==> src/rtl/scan_pkg.sv <==
// Shared types, widths and helpers for the pressure-matrix row scan sequencer.
package scan_pkg;

    localparam int unsigned ROW_W   = 5;
    localparam int unsigned DEMUX_W = 32;

    typedef enum logic [2:0] {
        ST_IDLE,
        ST_BREAK,
        ST_SETTLE,
        ST_START,
        ST_WAIT,
        ST_NEXT,
        ST_GAP
    } scan_state_t;

    // Timer must hold the largest load value itself, hence the +1 before clog2.
    function automatic int unsigned timer_width(input int unsigned settle,
                                                input int unsigned timeout,
                                                input int unsigned gap);
        int unsigned m;
        m = settle;
        if (timeout > m) m = timeout;
        if (gap > m) m = gap;
        return $clog2(m + 1);
    endfunction

    function automatic logic [DEMUX_W-1:0] row_onehot(input logic [ROW_W-1:0] idx);
        return DEMUX_W'(1) << idx;
    endfunction

endpackage

==> src/rtl/scan_timer.sv <==
// Loadable down-counter shared by the settle, done-timeout and frame-gap phases.
module scan_timer #(
    parameter int unsigned WIDTH = 8
) (
    input  logic             clk_core,
    input  logic             reset,
    input  logic             i_load,
    input  logic [WIDTH-1:0] i_value,
    output logic             o_expired_c
);

    logic [WIDTH-1:0] r_count;

    always_ff @(posedge clk_core) begin
        if (reset) begin
            r_count <= '0;
        end else if (i_load) begin
            r_count <= i_value;
        end else if (r_count != '0) begin
            r_count <= r_count - WIDTH'(1);
        end
    end

    // A load of N gives N counted cycles; the last one reads 1.
    assign o_expired_c = (r_count == WIDTH'(1));

endmodule

==> src/rtl/row_scan_sequencer.sv <==
// Row scan sequencer: one-hot row select, settle, shared ADC start, dual done wait.
module row_scan_sequencer
    import scan_pkg::*;
#(
    parameter int unsigned NUM_ROWS         = 32,
    parameter int unsigned SETTLE_CYCLES    = 200,
    parameter int unsigned TIMEOUT_CYCLES   = 100000,
    parameter int unsigned FRAME_GAP_CYCLES = 0
) (
    input  logic               clk_core,
    input  logic               reset,
    input  logic               enable,
    input  logic               adc1_done,
    input  logic               adc2_done,
    input  logic               err_clr,
    output logic [DEMUX_W-1:0] deMUX_Y,
    output logic               adc_start,
    output logic [ROW_W-1:0]   row_idx,
    output logic               row_valid,
    output logic               frame_head,
    output logic               timeout_err,
    output logic               busy
);

    localparam int unsigned    TIMER_W  = timer_width(SETTLE_CYCLES, TIMEOUT_CYCLES,
                                                      FRAME_GAP_CYCLES);
    localparam logic [ROW_W-1:0] LAST_ROW = ROW_W'(NUM_ROWS - 1);
    localparam bit             HAS_GAP  = (FRAME_GAP_CYCLES != 0);

    scan_state_t        r_state;
    logic [ROW_W-1:0]   r_row_idx;
    logic [DEMUX_W-1:0] r_demux;
    logic               r_adc_start;
    logic               r_row_valid;
    logic               r_frame_head;
    logic               r_timeout_err;
    logic               r_busy;
    logic               r_done1;
    logic               r_done2;

    logic               w_timer_load;
    logic [TIMER_W-1:0] w_timer_val;
    logic               w_timer_expired;
    logic               w_both_done;
    logic               w_timeout;

    // Timer load select: settle in BREAK, timeout in START, gap on the last NEXT.
    always_comb begin
        w_timer_load = 1'b0;
        w_timer_val  = '0;
        case (r_state)
            ST_BREAK: begin
                w_timer_load = 1'b1;
                w_timer_val  = TIMER_W'(SETTLE_CYCLES);
            end
            ST_START: begin
                w_timer_load = 1'b1;
                w_timer_val  = TIMER_W'(TIMEOUT_CYCLES);
            end
            ST_NEXT: begin
                w_timer_load = (r_row_idx == LAST_ROW);
                w_timer_val  = TIMER_W'(FRAME_GAP_CYCLES);
            end
            default: ;
        endcase
    end

    // Strobes landing this cycle count toward completion alongside the latches.
    assign w_both_done = (r_done1 | adc1_done) & (r_done2 | adc2_done);
    assign w_timeout   = (r_state == ST_WAIT) & ~w_both_done & w_timer_expired;

    scan_timer #(
        .WIDTH(TIMER_W)
    ) u_timer (
        .clk_core   (clk_core),
        .reset      (reset),
        .i_load     (w_timer_load),
        .i_value    (w_timer_val),
        .o_expired_c(w_timer_expired)
    );

    always_ff @(posedge clk_core) begin
        if (reset) begin
            r_state       <= ST_IDLE;
            r_row_idx     <= '0;
            r_demux       <= '0;
            r_adc_start   <= 1'b0;
            r_row_valid   <= 1'b0;
            r_frame_head  <= 1'b0;
            r_timeout_err <= 1'b0;
            r_busy        <= 1'b0;
            r_done1       <= 1'b0;
            r_done2       <= 1'b0;
        end else begin
            r_adc_start  <= 1'b0;
            r_row_valid  <= 1'b0;
            r_frame_head <= 1'b0;

            if (w_timeout) begin
                r_timeout_err <= 1'b1;
            end else if (err_clr) begin
                r_timeout_err <= 1'b0;
            end

            case (r_state)
                ST_IDLE: begin
                    if (enable) begin
                        r_state      <= ST_BREAK;
                        r_row_idx    <= '0;
                        r_frame_head <= 1'b1;
                        r_busy       <= 1'b1;
                    end
                end
                ST_BREAK: begin
                    r_done1 <= 1'b0;
                    r_done2 <= 1'b0;
                    r_demux <= row_onehot(r_row_idx);
                    r_state <= ST_SETTLE;
                end
                ST_SETTLE: begin
                    if (w_timer_expired) begin
                        r_adc_start <= 1'b1;
                        r_state     <= ST_START;
                    end
                end
                ST_START: begin
                    r_done1 <= r_done1 | adc1_done;
                    r_done2 <= r_done2 | adc2_done;
                    r_state <= ST_WAIT;
                end
                ST_WAIT: begin
                    r_done1 <= r_done1 | adc1_done;
                    r_done2 <= r_done2 | adc2_done;
                    if (w_both_done) begin
                        r_row_valid <= 1'b1;
                        r_state     <= ST_NEXT;
                    end else if (w_timer_expired) begin
                        r_state <= ST_NEXT;
                    end
                end
                ST_NEXT: begin
                    r_demux <= '0;
                    if (r_row_idx < LAST_ROW) begin
                        r_row_idx <= r_row_idx + ROW_W'(1);
                        r_state   <= ST_BREAK;
                    end else begin
                        r_row_idx <= '0;
                        if (HAS_GAP) begin
                            r_state <= ST_GAP;
                        end else if (enable) begin
                            r_state      <= ST_BREAK;
                            r_frame_head <= 1'b1;
                        end else begin
                            r_state <= ST_IDLE;
                            r_busy  <= 1'b0;
                        end
                    end
                end
                ST_GAP: begin
                    if (w_timer_expired) begin
                        if (enable) begin
                            r_state      <= ST_BREAK;
                            r_frame_head <= 1'b1;
                        end else begin
                            r_state <= ST_IDLE;
                            r_busy  <= 1'b0;
                        end
                    end
                end
                default: begin
                    r_state <= ST_IDLE;
                    r_demux <= '0;
                    r_busy  <= 1'b0;
                end
            endcase
        end
    end

    assign deMUX_Y     = r_demux;
    assign adc_start   = r_adc_start;
    assign row_idx     = r_row_idx;
    assign row_valid   = r_row_valid;
    assign frame_head  = r_frame_head;
    assign timeout_err = r_timeout_err;
    assign busy        = r_busy;

endmodule
==> config.mk <==
export PLATFORM = sky130hd
export DESIGN_NAME = row_scan_sequencer
export DESIGN_NICKNAME = d
export VERILOG_FILES = /design/src/rtl/scan_pkg.sv /design/src/rtl/scan_timer.sv /design/src/rtl/row_scan_sequencer.sv
export SDC_FILE = /design/constraint.sdc
export NUM_CORES = 1
export LEC_CHECK = 0
export ABC_CLOCK_PERIOD_IN_PS = 2310
export BUFFER_PORTS_ARGS = -buffer_cell sky130_fd_sc_hd__buf_2
export CORE_MARGIN = 5
export CORE_UTILIZATION = 30
export CTS_BUF_LIST = sky130_fd_sc_hd__clkbuf_2 sky130_fd_sc_hd__clkbuf_4 sky130_fd_sc_hd__clkbuf_8
export DETAILED_ROUTE_END_ITERATION = 8
export SLEW_MARGIN = 0
export SYNTH_ARGS = -nofsm -noshare
export SYNTH_HDL_FRONTEND = slang
export SYNTH_HIERARCHICAL = 1
export SYNTH_SLANG_ARGS = --single-unit
==> constraint.sdc <==
create_clock -name clk_core -period 2.31 [get_ports clk_core]
set_input_delay 0.1155 -clock clk_core [delete_from_list [all_inputs] [get_ports clk_core]]
set_output_delay 0.1155 -clock clk_core [all_outputs]
set_load 0.02 [all_outputs]
Word-level counts from Yosys, hierarchy flattened
Index checks and enable logic that the tools add are counted.
{ "word_totals": {"reg_bits": 64, "elab_cells": 83, "out_inout_bits": 42} }
{ "op_classes": {"n_eq_ne": 13, "bitwise_logic": 9, "shift": 1, "n_mux": 31, "magnitude_cmp": 1, "n_addsub": 2, "reduce_logical": 15} }
{ "ops": {"columns": ["operator", "n"], "rows": [
  ["32-bit one-hot mux with 2 select lines", 1],
  ["17-bit 2-to-1 mux", 2],
  ["17-bit one-hot mux with 2 select lines", 1],
  ["1-bit by 5-bit left shift with 32-bit output, first input constant", 1],
  ["3-bit one-hot mux with 7 select lines", 1],
  ["17-bit by 1-bit equality test with 1-bit output, second input constant", 1],
  ["17-bit nonzero test", 1],
  ["17-bit by 1-bit subtractor with 17-bit output, second input constant", 1],
  ["3-bit 2-to-1 mux", 5],
  ["1-bit 2-to-1 mux", 13],
  ["5-bit 2-to-1 mux", 2],
  ["5-bit one-hot mux with 2 select lines", 1],
  ["3-bit equality test, second input constant", 3],
  ["2-bit inequality test, second input constant", 4],
  ["4-bit AND reduction", 2],
  ["2-bit nonzero test", 4],
  ["2-bit OR reduction", 4],
  ["3-bit by 2-bit equality test with 1-bit output, second input constant", 2],
  ["1-bit one-hot mux with 2 select lines", 3],
  ["5-bit by 1-bit adder with 5-bit output, second input constant", 1],
  ["5-bit equality test, second input constant", 1],
  ["5-bit less-than comparator, second input constant", 1],
  ["5-bit OR reduction", 1],
  ["1-bit NOT", 4],
  ["9 further kinds", 12]
]} }

Longest topological paths before layout
Gate-level depths: netlist of the first run.
{ "depth": {"depth_word": 6, "mapped_depth": 8, "mapped_depth_nobuf": 8} }

Hierarchy
Netlist of the first run, hierarchy kept.
{ "modules_own_cells": {"columns": ["module", "seq_area_each_um2", "n_inst", "cells_per_inst", "area_per_inst_um2"], "rows": [
  ["row_scan_sequencer", 940.9, 1, 221, 1993.2],
  ["scan_timer", 340.3, 1, 116, 947.2]
]} }

Worst setup path before layout of the first run
Ideal clock, no wire load.
{ "synth_path": {"kind": "register to register", "startpoint": "register r_row_idx[0] (netlist: row_idx[0])", "endpoint": "register u_timer.r_count[1]", "t_required_ps": 2240, "path_buffers": 1, "setup_slack_ps": 293, "path_stages_with_launch": 9, "arrival_time_ps": 1947, "period_less_slack_ps": 2017, "cell_sequence": "dfxtp_1 > ha_1 > and3_1 > ha_1 > a21o_1 > inv_1 > clkbuf_1 > o311ai_0 > a21oi_1"} }
{ "synth_between": {"elab_chain_cells": 3, "word_cells_on_any_way": 4} }
{ "synth_lines": {"columns": ["item", "line_no", "source"], "rows": [
  ["from (decl)", "row_scan_sequencer.sv:31", "logic [ROW_W-1:0] r_row_idx;"],
  ["from (signal assigned)", "row_scan_sequencer.sv:144", "r_row_idx <= r_row_idx + ROW_W'(1);"],
  ["5-bit equality test (*)", "row_scan_sequencer.sv:61", "w_timer_load = (r_row_idx == LAST_ROW);"],
  ["1-bit one-hot mux with 2 select lines (*)", "row_scan_sequencer.sv:51", "case (r_state)"],
  ["named net w_timer_load", "row_scan_sequencer.sv:41", "logic w_timer_load;"],
  ["17-bit 2-to-1 mux / 2-bit nonzero test (equally long branches)", null, null],
  ["to (signal assigned)", "scan_timer.sv:18", "r_count <= i_value;"],
  ["to (signal assigned)", "scan_timer.sv:20", "r_count <= r_count - WIDTH'(1);"],
  ["to (decl)", "scan_timer.sv:12", "logic [WIDTH-1:0] r_count;"]
]} }
The timed path passes the listed nets; every way through them passes the cells marked *.
A chain may end at the register's enable or synchronous reset.

Final worst setup path of the first run
{ "layout_path": {"startpoint": "register u_timer.r_count[2]", "endpoint": "register u_timer.r_count[16]"} }
{ "layout_between": {"elab_chain_cells": 3, "word_cells_on_any_way": 5} }
{ "layout_lines": {"columns": ["item", "line_no", "source"], "rows": [
  ["17-bit by 1-bit subtractor with 17-bit output", "scan_timer.sv:20", null],
  ["17-bit 2-to-1 mux", "scan_timer.sv:19", "end else if (r_count != '0) begin"],
  ["17-bit 2-to-1 mux", "scan_timer.sv:17", "end else if (i_load) begin"]
]} }
Several ways; a longest one is shown, not always the timed one. The select of a mux whose other input is x is not followed.

==> results of run 1 <==
final timing paths:
kind / start / to / slack (ns) / cells past startpoint
worst min-delay path: err_clr / timeout_err$_SDFFE_PP0P_ / 0.04 / 3
worst min register to register: timeout_err$_SDFFE_PP0P_ / timeout_err$_SDFFE_PP0P_ / 0.48 / 2
worst max-delay path: u_timer/r_count[2]$_SDFFE_PP0P_ / u_timer/r_count[16]$_SDFFE_PP0P_ / 0.30 / 5
worst max register to register: u_timer/r_count[2]$_SDFFE_PP0P_ / u_timer/r_count[16]$_SDFFE_PP0P_ / 0.30 / 5
state kept, by name, summed over array words and instances (netlist names):
name	cells
deMUX_Y	32
u_timer/r_count	17
row_idx	5
row_valid	1
r_done1	1
adc_start	1
r_done2	1
frame_head	1
timeout_err	1
r_state	3
busy	1
kinds of logic after synthesis:
logic type / after synthesis
AOI/OAI and AO/OA: 83
xor gates and xnor gates: 12
adders and majority gates: 9
buffers and inverters: 29
DFF: 64
muxes: 1
other: 1
and+or+nand+nor: 138
area by class of cell:
type,count,area share
inverters,10,0.0103
clock inverters,6,0.0316
flip-flops and latches,64,0.352
well taps,133,0.0457
repair buffers,60,0.0915
multi-input cells,252,0.431
clock buffers,10,0.0378
worst min-delay path, stage by stage:
cell      delay (ns)
buf_2           0.07
nand2b_1        0.09
a21oi_1         0.05
per-layer routing:
metal / GRT usage / wire length, um / share of wire
met3: 0.0385 / 397 / 0.053
met4: 0.0406 / 89 / 0.012
met2: 0.221 / 3520 / 0.47
met5: 0 / 0 / 0
met1: 0.155 / 3430 / 0.46
cell usage in the layout, fill, tap and decap left out, types with 9 or more instances in the layout:
cell type / Yosys / layout
conb_1: 1 / 9
buf_2: 7 / 47
clkbuf_8: 0 / 10
buf_4: 0 / 13
a22oi_1: 28 / 28
nand2_1: 18 / 18
and3_1: 9 / 9
a21oi_1: 18 / 18
dfxtp_1: 64 / 64
ha_1: 9 / 9
nor2_1: 63 / 63
power by group:
group	internal, mW	switching (mW)	total [mW]
Combinational	0.591	0.811	1.40
Sequential	1.24	0.203	1.45
Clock	0.751	0.457	1.21
Total	2.59	1.47	4.06
==> run_results.csv, run 1 <==
group,metric,value,unit
outcome,status,"complete, no violations",
synth,ys_types,54,
cells_and_area,fin_cells,535,
synth,ys_warn_count,6,
global_route,track_usage,0.129,
worst_setup_path,max_stage_delay,0.48,ns
synth,yosys.area.top_type_share,0.436,
floorplan,rows,36,
clocking,cts_root_buffer,"clkbuf_8",
routing,drc,0,
cells_and_area,n_antenna_cell,0,
sta,fin_ws,0.305,ns
synth,yosysSeqAreaShare,0.436,
place,numPortBuffers,47,
sta,slew_headroom,0.580,
worst_setup_path,cpMaxStageDelayCell,"nor4_4",
global_route,grt-ovfl-total,0,
floorplan,ios,48,
synth,synth_flop_cell,"dfxtp_1",
sta,final-setup-viol-count,0,
place,dpl.hpwl,5420,um
cells_and_area,multi_input_area,1570,um2
routing,vias,2643,
pwr,ir_drop,0.000482,V
synth,synth_top_cell_by_area,"dfxtp_1",
worst_setup_path,worstPathRequired,2.51,ns
place,dp.cells,519,
cells_and_area,fin_area,3640,um2
worst_setup_path,path_buf_inv,0,
global_route,antenna_found_initial,0,
synth,synth_compound_gate_area_share,0.204,
cells_and_area,regArea,1280,um2
global_route,grt_pass1_wl,12000,um
pwr,power_density,1110,nW/um2
routing,wl_per_cell,13.9,um
floorplan,core,9680,um2
floorplan,die_height,109,um
synth,yosys.area_share.xor_xnor,0.0357,
sta,layout_min_cycle_time,2.01,ns
sta,fmax,0.499,GHz
worst_setup_path,path_delay_family,"simple AND/OR/NAND/NOR gates",
routing,antenna_left,0,
clocking,cts_buffer_depth,2,
floorplan,die-area,11900,um2
routing,dr.pass1.iters,4,
cells_and_area,nets,412,
global_route,grt_pass1_vias,2516,
pwr,p_leak,1.56,nW
floorplan,initial_utilization,0.304,
cells_and_area,final_util,0.376,
sta,whs,0.0356,ns
worst_setup_path,start_kind,"flip-flop",
synth,yosys-mux-area-fraction,0.00340,
synth,synth_top_family_by_area,"simple AND/OR/NAND/NOR gates",
synth,synth.cell_area,2940,um2
worst_setup_path,path_max_fanout,8,
synth,avgSynthCellArea,8.72,um2
worst_setup_path,worstPathCellList,"nor4_4 -> nand3_1 -> or3_1 -> o311ai_1 -> a21oi_1",
clocking,cts-htree-levels,3,
clocking,cts_hold_buf,0,
synth,synth-seq-cells,64,
synth,postSynthCellCount,337,
synth,synth-simple-area-share,0.239,
routing,vias_per_cell,4.94,
place,routabilityCongestion,0.867,
routing,drt_iter0_drc,121,
sta,fin_tns_setup,0,ns
pwr,total_power,4.06,mW
sta,rsz0062_at_grt,"no",
clocking,cts_made_buffers,9,
synth,synthArstFlopShare,0,
cells_and_area,syn_to_final_growth,23.7,%
worst_setup_path,end_kind,"flip-flop",
clocking,postCtsSetupBuffers,0,
cells_and_area,drive_gt1_frac,0.209,
place,dp_worst_setup_slack,0.312,ns
clocking,cts_resized,0,
run,cap_violations,0,
sta,worst_clock_skew,0.00677,ns
synth,yosys.area_share.adder,0.0383,
worst_setup_path,crit_type,"flip-flop to flip-flop",
clocking,insertion_delay,0.35,ns
routing,totalWireLength,7440,um
worst_setup_path,cp.arrival,2.21,ns
synth,synth_most_common_cell,"dfxtp_1",
synth,yosys-top-cells-area,"dfxtp_1 (44%), nor2_1 (8.0%), a22oi_1 (7.1%)",
sta,tightest_slew,0.625,ns
synth,synth_edf_count,0,
place,place_area,3390,um2
sta,hold_viol_final,0,
cells_and_area,fillCellCount,1031,
sta,fin_crit_sh,0.868,
sta,slew_viol_final,0,
floorplan,die_w,109,um
global_route,grt_max_degree,33,
synth,synthTopCellsByCount,"dfxtp_1 (64), nor2_1 (63), a22oi_1 (28), a21oi_1 (18), nand2_1 (18)",
clocking,clk_pin_slew_worst_paths,0.07,ns
clocking,cts_tree,"built",
min_path,hold_path_class,"input pin to flip-flop",
clocking,cts.sinks,64,
(Power assumes the default switching activity.)
==> run 2, diff against run 1 <==
ABC_AREA = 1   (was not set)
==> run 2 against run 1 <==
  * Count of clock-buffer cells in the layout did not move
  * Hold slack better by 0.022 ns
  * Critical endpoint is now u_timer/r_count[10]$_SDFFE_PP0P_
  * Synthesized cell count rose by 43%
  * Critical path depth grew 5
  * Sequential power decreased by 5%
  * Total power fell by 0.83%
  * Register-to-register slack improved by 0.20 ns
  * Sequential cell count stayed put
  * Combinational power is 19% higher
  * Final area is 6.8% higher
  * Highest routed layer unchanged
==> run_results.csv, run 2 <==
group,metric,value,unit
sta,fmax,0.553,GHz
synth,synth_flop_cell,"dfxtp_1",
global_route,grt_pass1_wl,13900,um
worst_setup_path,path_max_fanout,10,
routing,totalWireLength,8260,um
synth,synthArstFlopShare,0,
synth,postSynthCellCount,481,
synth,ys_types,35,
worst_setup_path,worstSetupStartpoint,"row_idx[0]$_SDFFE_PP0P_",
worst_setup_path,r2r-start,"row_idx[0]$_SDFFE_PP0P_",
sta,whs,0.0580,ns
synth,ys_warn_count,6,
worst_setup_path,end_kind,"flip-flop",
sta,slew_viol_final,0,
clocking,cts_root_buffer,"clkbuf_8",
floorplan,core,10700,um2
global_route,busiest_layer,"met2",
sta,fin_tns_setup,0,ns
global_route,grt-ovfl-total,0,
routing,wl_per_cell,12.0,um
synth,synth-seq-cells,64,
floorplan,ios,48,
outcome,status,"complete, no violations",
pwr,ir_drop,0.000319,V
clocking,cts_tree,"built",
cells_and_area,drive_gt1_frac,0.170,
sta,slew_headroom,0.621,
place,routabilityCongestion,0.875,
floorplan,die_w,114,um
synth,synth_most_common_cell,"nand2_1",
global_route,grt_max_degree,41,
clocking,cts_buffer_depth,2,
routing,dr.pass1.iters,4,
clocking,cts.sinks,64,
cells_and_area,final_common_cell,"nand2_1",
cells_and_area,n_antenna_cell,0,
cells_and_area,nets,557,
worst_setup_path,worstPathCellList,"ha_1 -> inv_1 -> nor2_1 -> ha_1 -> nand2_1 -> nand2_1 -> nor2_1 -> nand4_4 -> nand2_4 -> nor2_1",
sta,tightest_slew,0.567,ns
cells_and_area,fin_cells,687,
synth,yosysSeqAreaShare,0.396,
global_route,grt_pass1_vias,2989,
sta,final-setup-viol-count,0,
worst_setup_path,cp.arrival,2.04,ns
run,cap_violations,0,
global_route,track_usage,0.134,
routing,antenna_left,0,
cells_and_area,syn_to_final_growth,20.1,%
min_path,hold_path_class,"input pin to flip-flop",
place,place_area,3670,um2
worst_setup_path,cpMaxStageDelayCell,"dfxtp_1",
clocking,postCtsSetupBuffers,0,
pwr,p_leak,1.83,nW
worst_setup_path,max_stage_delay,0.36,ns
worst_setup_path,path_delay_family,"simple AND/OR/NAND/NOR gates",
clocking,cts_resized,0,
pwr,power_density,1040,nW/um2
routing,drc,0,
clocking,cts_made_buffers,9,
sta,worst_clock_skew,0.0104,ns
synth,synth_edf_count,0,
sta,layout_min_cycle_time,1.81,ns
routing,vias_per_cell,4.58,
worst_setup_path,path_buf_inv,1,
worst_setup_path,start_kind,"flip-flop",
global_route,use_met2,0.213,
floorplan,initial_utilization,0.302,
pwr,total_power,4.02,mW
cells_and_area,fillCellCount,1163,
synth,synth_top_cell_by_area,"dfxtp_1",
floorplan,die_height,114,um
cells_and_area,largest_reg_flops,32,
floorplan,rows,38,
synth,yosys.area.top_type_share,0.396,
place,dp.cells,670,
global_route,met3_usage,0.0398,
clocking,insertion_delay,0.35,ns
cells_and_area,fin_area,3880,um2
clocking,clk_pin_slew_worst_paths,0.07,ns
synth,yosys-top-cells-area,"dfxtp_1 (40%), nand2_1 (18%), a21oi_1 (6.5%)",
worst_setup_path,worstPathRequired,2.55,ns
place,dpl.hpwl,6140,um
cells_and_area,layout_common_cells,"nand2_1 (154), dfxtp_1 (64), nor2_1 (52), inv_1 (51), buf_2 (47)",
synth,synth.cell_area,3240,um2
global_route,antenna_found_initial,0,
routing,vias,3146,
place,numPortBuffers,47,
sta,fin_crit_sh,0.782,
clocking,cts-htree-levels,3,
worst_setup_path,cp_common_cell,"nor2_1",
floorplan,die-area,13000,um2
sta,hold_viol_final,0,
min_path,min_from,"reset",
routing,drt_iter0_drc,124,
synth,synthTopCellsByCount,"nand2_1 (154), dfxtp_1 (64), nor2_1 (52), inv_1 (51), a21oi_1 (42)",
sta,rsz0062_at_grt,"no",
global_route,grtUsageMet1,0.167,
synth,avgSynthCellArea,6.73,um2
worst_setup_path,crit_type,"flip-flop to flip-flop",
-- run 2: cell types whose count changed in the layout (fill, tap and decap cells not counted), moves of 9 or more --
| cell | delta |
|---|---|
| nand2_1 | +136 |
| inv_1 | +43 |
| nand3_1 | +31 |
| a21oi_1 | +24 |
| a22oi_1 | -22 |
| nor2_1 | -11 |
| and3_1 | -9 |
-- run 2: layout make-up --
type | instances | area, um2 | share of cell area
repair buffers | 57 | 313 | 0.0805
multi-input cells | 356 | 1710 | 0.440
clock buffers | 10 | 138 | 0.0354
clock inverters | 6 | 67.6 | 0.0174
inverters | 54 | 203 | 0.0522
well taps | 140 | 175 | 0.0451
flip-flops and latches | 64 | 1280 | 0.330
-- run 2: worst reg2reg max path, delay by kind of cell (launching register included) --
kind	cells	cell delay (ns)
buffers and inverters	1	0.06
flip-flops	1	0.36
adder cells (fa/ha/maj)	2	0.43
AND/OR/NAND/NOR	7	0.84
-- run 2: routing by layer --
metal	wire length [um]	share of wire
met5	0	0
met4	210	0.025
met3	424	0.051
met2	3790	0.46
met1	3830	0.46
-- run 2: logic make-up (layout without fill, tap and decap cells) --
kind of cell	count (synthesis)	after routing	share of synthesized area
compound gates	63	63	0.109
xor+xnor	3	3	0.00812
fa+ha+maj	9	9	0.0348
buf+inv	69	127	0.0855
flops	64	64	0.396
other cells	1	9	0.00116
simple gates	272	272	0.365
-- run 2: final timing paths --
kind | cells after the start | to | slack [ns]
max reg2reg | 10 | u_timer/r_count[10]$_SDFFE_PP0P_ | 0.50
min | 2 | u_timer/r_count[7]$_SDFFE_PP0P_ | 0.06
min reg2reg | 2 | deMUX_Y[4]$_SDFFE_PP0N_ | 0.47
max | 10 | u_timer/r_count[10]$_SDFFE_PP0P_ | 0.50
-- run 2: per-stage QoR --
step,worst slack (ns),util
after floorplan,0.317,-
final,0.502,0.363
after CTS,0.497,0.363
after global placement,0.570,0.343
after detailed placement,0.491,0.343
after global routing,0.262,0.363
-- run 2: what timing repair did --
| item | in CTS | in global routing |
|---|---|---|
| endpoints found under the hold margin | 1 | 0 |
| endpoints found under the setup margin | 0 | 0 |
| hold buffers | 1 | 0 |
-- run 2: power breakdown --
part	switching, mW	total [mW]	internal, mW	leakage (nW)
registers	0.141	1.38	1.24	0.520
logic	1.10	1.67	0.569	1.21
clock network	0.446	0.976	0.530	0.0989
